===== config.mk =====
export PLATFORM = sky130hd
export DESIGN_NAME = fetch_sequencer
export DESIGN_NICKNAME = d
export VERILOG_FILES = /design/src/rtl/fetch_sequencer.sv
export SDC_FILE = /design/constraint.sdc
export NUM_CORES = 1
export LEC_CHECK = 0
export CAP_MARGIN = 20
export CORE_ASPECT_RATIO = 1.2
export CORE_UTILIZATION = 45
export DETAILED_ROUTE_END_ITERATION = 16
export DONT_BUFFER_PORTS = 1
export RECOVER_POWER = 100
export REMOVE_ABC_BUFFERS = 1
export SYNTH_ARGS = -nofsm -noshare
export SYNTH_HDL_FRONTEND = slang
export SYNTH_SLANG_ARGS = --single-unit

===== constraint.sdc =====
create_clock -name clk -period 2 [get_ports clk]
set_input_delay 0.2 -clock clk [delete_from_list [all_inputs] [get_ports clk]]
set_output_delay 0.2 -clock clk [all_outputs]
set_load 0.005 [all_outputs]

===== src/rtl/fetch_sequencer.sv =====
// fetch_sequencer: owns the PC, issues one instruction-memory fetch at a time
// over a level req / pulse ack handshake, and hands each fetched instruction to
// decode over a valid/stall handshake. Branch redirects overwrite the PC and
// cause any stale in-flight fetch to be discarded.
//
// Ports:
//   clk, reset         rising-edge clock, synchronous active-high reset
//   imem_req/addr      fetch request (level) and its address, held until ack
//   imem_ack/rdata     one-cycle completion pulse with the fetched word
//   instr_valid/out/pc instruction presented to decode
//   stall              decode back-pressure; transfer when valid && !stall
//   branch_taken/target redirect pulse and destination (low 2 bits ignored)
//   pc_out             current PC register
//   delivered_cnt      number of instructions accepted by decode
module fetch_sequencer #(
    parameter int                ADDR_W      = 64,
    parameter int                DATA_W      = 32,
    parameter logic [ADDR_W-1:0] RESET_PC    = '0,
    parameter int                INSTR_BYTES = 4,
    parameter int                CNT_W       = 32
) (
    input  logic              clk,
    input  logic              reset,
    output logic              imem_req,
    output logic [ADDR_W-1:0] imem_addr,
    input  logic              imem_ack,
    input  logic [DATA_W-1:0] imem_rdata,
    output logic              instr_valid,
    output logic [DATA_W-1:0] instr_out,
    output logic [ADDR_W-1:0] instr_pc,
    input  logic              stall,
    input  logic              branch_taken,
    input  logic [ADDR_W-1:0] branch_target,
    output logic [ADDR_W-1:0] pc_out,
    output logic [CNT_W-1:0]  delivered_cnt
);

    typedef enum logic [1:0] {IDLE, FETCH, DELIVER} state_t;

    state_t            state;
    logic [ADDR_W-1:0] pc;
    logic              drop;   // outstanding fetch belongs to a redirected-away path
    logic [ADDR_W-1:0] target_aligned;
    logic [ADDR_W-1:0] pc_seq;

    assign target_aligned = branch_target & ~ADDR_W'(3);
    assign pc_seq         = pc + ADDR_W'(INSTR_BYTES);
    assign pc_out         = pc;

    always_ff @(posedge clk) begin
        if (reset) begin
            state         <= IDLE;
            pc            <= RESET_PC;
            drop          <= 1'b0;
            imem_req      <= 1'b0;
            imem_addr     <= '0;
            instr_valid   <= 1'b0;
            instr_out     <= '0;
            instr_pc      <= '0;
            delivered_cnt <= '0;
        end else begin
            case (state)
                IDLE: begin
                    // First fetch goes out the cycle after reset falls; a
                    // redirect in this cycle is folded into that first address.
                    state     <= FETCH;
                    imem_req  <= 1'b1;
                    if (branch_taken) begin
                        pc        <= target_aligned;
                        imem_addr <= target_aligned;
                    end else begin
                        imem_addr <= pc;
                    end
                end

                FETCH: begin
                    if (!imem_req) begin
                        // Issue cycle. A redirect here just moves the PC and
                        // delays the request so imem_addr is never retargeted
                        // under a live request.
                        if (branch_taken) begin
                            pc <= target_aligned;
                        end else begin
                            imem_req  <= 1'b1;
                            imem_addr <= pc;
                        end
                    end else if (imem_ack) begin
                        imem_req <= 1'b0;
                        if (branch_taken || drop) begin
                            // Stale data: discard and refetch from the new PC.
                            drop <= 1'b0;
                            if (branch_taken)
                                pc <= target_aligned;
                        end else begin
                            instr_out   <= imem_rdata;
                            instr_pc    <= pc;
                            instr_valid <= 1'b1;
                            pc          <= pc_seq;
                            state       <= DELIVER;
                        end
                    end else if (branch_taken) begin
                        // Request stays outstanding at the old address; mark
                        // its eventual data for discard.
                        pc   <= target_aligned;
                        drop <= 1'b1;
                    end
                end

                DELIVER: begin
                    if (branch_taken) begin
                        instr_valid <= 1'b0;
                        pc          <= target_aligned;
                        state       <= FETCH;
                    end else if (!stall) begin
                        instr_valid   <= 1'b0;
                        delivered_cnt <= delivered_cnt + 1'b1;
                        state         <= FETCH;
                    end
                end

                default: state <= IDLE;
            endcase
        end
    end

endmodule


==> reports/metrics.cfg, run 1 <==
[run_status]
status=finished, violations left
violations=negative hold slack

[drt]
final_antenna_net_count=0
vias=11100
avgRoutedWirePerCell_um=20.2
drc_errors=0
viasPerCell=5.81
wirelength_um=38800
firstDrtPassIters=5
drt_iter0_markers=669

[placement]
dpl.hpwl_um=26900
pre_cts_slack_ns=-0.218
gp_congestion=0.892
port_buffers=0

[floorplanning]
fp.dieH_um=179
ios=359
core_mm2=0.0256
num_rows=64
dieWidth_um=150
initial_core_util=0.459
die_area_mm2=0.0268

[setup_path]
cp_num_buf_inv=2
path_class=reg -> reg
critPathMaxFanout=4
critPathSlowestCell=or4b_4
cp.arrival_ns=2.41
critPathLaunchType=register
crit_path_end_kind=register
worstPathCellList=nand4_1 > buf_6 > nor4_4 > buf_4 > or4b_4 > o221ai_2 > a2111oi_2
cp_top_family=simple AND/OR/NAND/NOR gates
cpPeakStageDelay_ns=0.48
critPathRequiredTime_ns=2.42

[power_and_ir_drop]
p_comb_frac=0.098
sw_frac_of_total=0.250
share_seq_of_total_power=0.449
p_switching_mw=3.18
p_clk_frac=0.453
power.internal_mw=9.53
power.density_mw_per_mm2=874
leakage_nw=5.42
worst_ir_drop_vdd_mv=0.587

[timing]
setup-violations-final=0
fin_hold_ws_ns=-0.271
fin_crit_sh=0.994
rsz0062_at_grt=true
tightest_slew_ns=0.703
max_freq_mhz=503
finClkSkew_ns=0.0189
slew_viol_final=0
finalHoldViolCount=226
period_needed_ns=1.99
finalWorstSetupSlack_ns=0.0125
relSlewSlack=0.531

[global_routing]
grt_pass1_vias=10800
track_usage=0.276
grt_pass1_wl_um=58600
use_met2=0.477
top_usage_layer=met2
grt_max_degree=241
antenna_found_initial=0
use_met1=0.325
overflow=0
grtUsageMet3=0.0791

[layout]
area_growth_pct=23.8
drive_gt1_frac=0.147
final.fill_count=2429
nets=1669
n_antenna_cell=0
multi_input_area_mm2=0.00624
regArea_mm2=0.00526

[yosys]
ys_ff_latch=261
syn_inst=1451
synth.yosys.seq_area_share=0.444
synth_area_per_cell_um2=8.11
syn_area_mm2=0.0118
synth_cell_type_count=75
ys.flop_type=dfxtp_1
synth_edf_count=0
async_reset_ff_frac=0
yosys_warnings=0

[flow_run]
cap_viol_max_count=0

[clocking]
h-tree-depth=1
cts_inserted_buffers=28
cts-root-buf=clkbuf_16
cts.sinks=261
cts_tree=built
clockBufferDepth=3
insertion_delay_ns=0.55
clk_pin_slew_worst_paths_ns=0.07

[hold_path]
min_path_type=in -> reg

[sequential cells by signal (all words and copies together) (netlist names)]
| signal | count |
|---|---|
| delivered_cnt | 32 |
| drop | 1 |
| imem_addr | 64 |
| imem_req | 1 |
| instr_out | 32 |
| instr_pc | 64 |
| instr_valid | 1 |
| pc_out | 64 |
| state | 2 |
[cell families (layout without fill, tap and decap cells)]
group                    count (synthesis)  in the layout  share of synthesized area
AND/OR/NAND/NOR                        598            598                      0.236
adder cells (fa/ha/maj)                  2              2                    0.00213
XOR/XNOR                                27             27                     0.0201
multiplexers                            72             72                     0.0613
buffers and inverters                  136            273                     0.0472
AO/OA/AOI/OAI                          355            355                      0.189
flip-flops                             261            261                      0.444
[per-layer routing]
| metal | share of wire | vias to the layer above |
|---|---|---|
| met5 | 0 | - |
| li1 | - | 5400 |
| met3 | 0.091 | 61 |
| met1 | 0.40 | 5244 |
| met4 | 0.023 | 0 |
| met2 | 0.49 | 430 |
[area by class of cell]
class                   instances  area share
flip-flops and latches        261       0.361
multi-input cells            1054       0.428
clock buffers                  38      0.0570
well taps                     330      0.0284
repair buffers                204       0.106
clock inverters                14      0.0145
inverters                      17     0.00438
[stage by stage]
step	total power [mW]	util	cells	instance area (um^2)	setup TNS, ns
finish	12.7	0.568	1918	14600	0
global route	13.2	0.568	1918	14600	-0.340
CTS	12.8	0.566	1907	14500	-0.0564
detailed placement	7.01	0.507	1820	13000	-1.41
global placement	6.99	0.507	1820	13000	-1.18
floorplan	6.56	-	1332	11300	-727.53
[power groups by stage]
stage / clock network [mW] / registers, mW / logic (mW)
global route: 6.07 / 5.74 / 1.37
global placement: 0 / 5.81 / 1.18
finish: 5.76 / 5.71 / 1.24
detailed placement: 0 / 5.81 / 1.20
floorplan: 0 / 5.84 / 0.723
CTS: 5.86 / 5.70 / 1.27
[path summary, 6_finish.rpt]
kind | start | slack (ns) | depth (start not counted) | end
setup / recovery | pc_out[22] | 0.01 | 7 | pc_out[54]
hold / removal | reset | -0.27 | 1 | instr_pc[19]
setup reg to reg | pc_out[22] | 0.01 | 7 | pc_out[54]
hold reg to reg | instr_out[11] | 0.47 | 2 | instr_out[11]
[placed cells by master (no fill, tap or decap), drive strengths merged, types with 6 or more instances in the layout]
cell type    count
dfxtp          261
nand2          248
nor2           150
a21oi          149
buf            107
clkbuf          95
mux2i           72
a211oi          70
o21ai           50
nor3            44
dlygate4sd3     40
nand3           37
nand4           30
nor4            18
inv             16
xor2            16
and3            15
o22ai           14
o221ai          13
or3             12
xnor2           11
and4             9
and2             9
a22oi            7
a31oi            6
[timing repair]
action	4_1_cts	5_1_grt
hold endpoints to repair	258	231
gates resized for setup	37	43
setup endpoints to repair	25	76
pin swaps	11	25
hold buffers	34	6
buffers inserted	1	5
[Yosys cell counts (13+ instances only)]
cell / instances / share of area
nor2_1: 149 / 0.048
nand4_1: 28 / 0.015
o221ai_1: 13 / 0.0097
o22ai_1: 14 / 0.0074
nand2_1: 247 / 0.079
a211oi_1: 70 / 0.045
inv_1: 16 / 0.0051
clkbuf_1: 81 / 0.026
nor3_1: 41 / 0.017
nor4_1: 18 / 0.0096
a21oi_1: 149 / 0.063
buf_2: 28 / 0.012
mux2i_1: 72 / 0.061
and3_1: 15 / 0.0080
xor2_1: 16 / 0.012
dfxtp_1: 261 / 0.44
o21ai_0: 49 / 0.021
nand3_1: 36 / 0.015
(Power assumes the default switching activity.)
==> inputs of run 2 (changes only) <==
HOLD_SLACK_MARGIN = 0.02   (was default)
clock period = 2.3 ns   (was 2 ns; I/O delays follow)
==> run 2 against run 1 <==
The flow still finishes with violations (negative hold slack). Clock skew down 0.010 ns. Final cell count grew 3.4%. Critical path type unchanged. Final area up 3.3%. Non-clock buffer count up 67. Wire length grew 4.7%. Power fell by 14%.
==> reports/metrics.cfg, run 2 (synthesized netlist as in run 1, its figures left out) <==
[global_routing]
grt_pass1_vias=11000
antenna_found_initial=0
grt_max_degree=241
grt_pass1_wl_um=59900
overflow=0
track_usage=0.282

[drt]
viasPerCell=5.83
drt_iter0_markers=653
drc_errors=0
firstDrtPassIters=6
avgRoutedWirePerCell_um=20.4
wirelength_um=40600
vias=11600
final_antenna_net_count=0

[timing]
fin_crit_sh=0.993
finalHoldViolCount=71
fin_hold_ws_ns=-0.224
relSlewSlack=0.421
setup-violations-final=0
max_freq_mhz=438
slew_viol_final=0
period_needed_ns=2.28
finClkSkew_ns=0.00877
tightest_slew_ns=0.869
rsz0062_at_grt=true

[placement]
dp.cells=1788
place_area_mm2=0.0127
dpl.hpwl_um=26600
port_buffers=0
gp_congestion=0.855

[layout]
final_cell_mix=dfxtp_1, nand2_1, a21oi_1
multi_input_area_mm2=0.00606
regArea_mm2=0.00523
mostFrequentLayoutCell=dfxtp_1
final.fill_count=2413
area_growth_pct=27.8
drive_gt1_frac=0.0943
n_antenna_cell=0
nets=1736
final_area_mm2=0.0150
stdcell_count=1984

[run_status]
status=finished, violations left
violations=negative hold slack

[floorplanning]
core_mm2=0.0256
num_rows=64
fp.dieH_um=179
dieWidth_um=150
initial_core_util=0.459
die_area_mm2=0.0268
ios=359

[clocking]
cts_tree=built
clk_pin_slew_worst_paths_ns=0.06
cts.sinks=261
h-tree-depth=1
clockBufferDepth=3
insertion_delay_ns=0.55
cts_inserted_buffers=28
cts-root-buf=clkbuf_16

[hold_path]
min_path_type=in -> reg

[power_and_ir_drop]
leakage_nw=5.73
worst_ir_drop_vdd_mv=0.496
power.density_mw_per_mm2=728

[setup_path]
path_class=reg -> reg
crit_path_end_kind=register
cp.arrival_ns=2.77
critPathLaunchType=register
critPathMaxFanout=14
critPathRequiredTime_ns=2.79

[flow_run]
cap_viol_max_count=0

==> run 2: changes by cell type in the layout (fill, tap and decap cells not counted), sizes merged <==
cell,change
buf,-26
clkinv,-3
bufinv,-2
clkinvlp,-2
clkbuf,+5
dlygate4sd3,+94
==> run 2: metal layers <==
layer  track usage  wire (um)
met1         0.324      15600
met2         0.491      19800
met3        0.0852       4040
met4        0.0974       1070
met5             0          0
==> run 2: power by group <==
| group | total, mW | switching [mW] | internal, mW |
|---|---|---|---|
| registers | 4.97 | 0.215 | 4.75 |
| logic | 1.28 | 0.679 | 0.601 |
| clock network | 4.70 | 1.87 | 2.84 |
| total | 10.9 | 2.76 | 8.19 |
==> run 2: repair_timing <==
item	4_1_cts	5_1_grt
buffers inserted	0	8
endpoints found under the setup margin	0	99
endpoints found under the hold margin	258	156
hold buffers	110	24
gates resized for setup	0	14
==> run 2: worst paths after layout <==
kind	depth (start not counted)	start	slack (ns)	to
setup / recovery	8	state[0]	0.02	imem_addr[48]
hold / removal	1	reset	-0.22	instr_pc[19]
setup reg to reg	8	state[0]	0.02	imem_addr[48]
hold reg to reg	2	instr_pc[37]	0.47	instr_pc[37]
==> run 2: critical path, cell delays in order (launching register included) <==
cell,delay [ns]
dfxtp_2,0.38
buf_4,0.16
o21ai_0,0.11
nor2b_4,0.39
buf_6,0.17
clkbuf_16,0.17
nor2_1,0.05
a211oi_1,0.20
dlygate4sd3_1,0.60
==> run 2: final cells by class <==
| type | instances | area share |
|---|---|---|
| Sequential cell | 261 | 0.348 |
| Timing Repair Buffer | 271 | 0.154 |
| Inverter | 17 | 0.00424 |
| Clock buffer | 44 | 0.0560 |
| Tap cell | 330 | 0.0275 |
| Clock inverter | 7 | 0.00782 |
| Multi-Input combinational cell | 1054 | 0.403 |
==> run 2: through the flow <==
stage / setup slack (ns) / TNS, ns / hold WS, ns / utilization / power [mW]
2_1_floorplan: -5.52 / -664.61 / 0.299 / - / 5.71
3_3_place_gp: 0.0366 / 0 / 0.325 / 0.497 / 6.05
3_5_place_dp: 0.0383 / 0 / 0.327 / 0.497 / 6.08
4_1_cts: 0.0152 / 0 / -0.249 / 0.577 / 11.0
5_1_grt: -0.0907 / -0.852 / -0.238 / 0.587 / 11.3
6_report: 0.0162 / 0 / -0.224 / 0.587 / 11.0
==> inputs of run 3 (changes only) <==
clock period = 2.6 ns   (was 2.3 ns; I/O delays follow)
==> run 3 against run 2 <==
The flow now finishes without violations. Wire length about the same. Clock power down 7.9%. Critical path depth down 1. Critical endpoint is now pc_out[60].
==> reports/metrics.cfg, run 3 (synthesized netlist as in run 1, its figures left out) <==
[floorplanning]
fp.dieH_um=179
initial_core_util=0.459
ios=359
core_mm2=0.0256
dieWidth_um=150
num_rows=64
die_area_mm2=0.0268

[run_status]
status=complete, no violations

[global_routing]
grt_pass1_wl_um=62500
antenna_found_initial=1
overflow=0
grt_max_degree=134
track_usage=0.296
grt_pass1_vias=11500

[layout]
nets=1726
stdcell_count=1974
drive_gt1_frac=0.0681
area_growth_pct=27.7
final_cell_mix=dfxtp_1, nand2_1, dlygate4sd3_1
mostFrequentLayoutCell=dfxtp_1
final_area_mm2=0.0150
n_antenna_cell=0

[timing]
finClkSkew_ns=0.00909
relSlewSlack=0.493
fin_crit_sh=0.978
max_freq_mhz=393
setup-violations-final=0
rsz0062_at_grt=true
tightest_slew_ns=0.761
finalWorstSetupSlack_ns=0.0566
period_needed_ns=2.54
slew_viol_final=0
finalHoldViolCount=0
fin_hold_ws_ns=0.0432

[setup_path]
critPathMaxFanout=8
path_class=reg -> reg
cp.arrival_ns=3.00
critPathLaunchType=register
crit_path_end_kind=register
critPathRequiredTime_ns=3.05

[placement]
dpl.hpwl_um=25800
place_area_mm2=0.0124
gp_congestion=0.861
dp.cells=1744
port_buffers=0
pre_cts_slack_ns=0.0745

[clocking]
cts-root-buf=clkbuf_16
clockBufferDepth=3
insertion_delay_ns=0.54
cts.sinks=261
cts_inserted_buffers=28
cts_tree=built
clk_pin_slew_worst_paths_ns=0.06
h-tree-depth=1

[drt]
drt_iter0_markers=727
avgRoutedWirePerCell_um=20.5
firstDrtPassIters=6
wirelength_um=40500
vias=11600
viasPerCell=5.87
drc_errors=0
final_antenna_net_count=0

[flow_run]
cap_viol_max_count=0

[power_and_ir_drop]
power_mw=9.83
power.density_mw_per_mm2=654
worst_ir_drop_vdd_mv=0.473
leakage_nw=5.73

[hold_path]
min_path_type=in -> reg

## run 3: cell types whose count changed in the layout (fill, tap and decap cells not counted), sizes merged
| cell | delta |
|---|---|
| buf | -47 |
| dlygate4sd3 | +42 |
| clkbuf | -14 |
| clkinv | +6 |
| bufinv | +2 |
| inv | +2 |
| clkinvlp | -1 |
## run 3: critical path, cell delays in order, from the launching register on
cell and delay [ns]:
dfxtp_1 0.48, nand4_1 0.27, nor4_1 0.57, buf_4 0.22
nand4_1 0.21, nor4_1 0.37, a211oi_1 0.09, nor4_1 0.25
## run 3: final cells by class
cell class	count	area [um^2]
clock buffers	35	778
inverters	17	63.8
fillers	2412	10600
repair buffers	261	2300
flip-flops and latches	261	5230
clock inverters	16	221
well taps	330	413
multi-input cells	1054	6010
## run 3: report_power, final
part | internal [mW] | switching (mW)
registers | 4.20 | 0.218
clock network | 2.62 | 1.71
logic | 0.490 | 0.584
total | 7.32 | 2.51
## run 3: timing repair
item                       in CTS  in global routing
gates resized for setup         0                  5
buffers inserted                0                  2
hold buffers                  177                  0
hold endpoints to repair      256                  0
setup endpoints to repair       0                 45
## run 3: worst paths after layout
check	end	cells past startpoint	startpoint	slack, ns
hold reg to reg	instr_out[11]	2	instr_out[11]	0.47
setup / recovery	pc_out[60]	7	pc_out[24]	0.06
setup reg to reg	pc_out[60]	7	pc_out[24]	0.06
hold / removal	pc_out[19]	3	branch_target[19]	0.04
## run 3: layer usage
layer | vias to the layer above | share of wire | GRT usage
li1 | 5528 | - | -
met1 | 5523 | 0.39 | 0.337
met2 | 453 | 0.49 | 0.525
met3 | 85 | 0.094 | 0.0819
met4 | 2 | 0.028 | 0.100
met5 | - | 0.00032 | 0
## run 3: stage by stage
step	utilization	TNS, ns
after floorplan	-	-608.14
after global routing	0.586	-0.106
after detailed placement	0.484	0
final	0.586	0
after CTS	0.593	0
after global placement	0.484	0
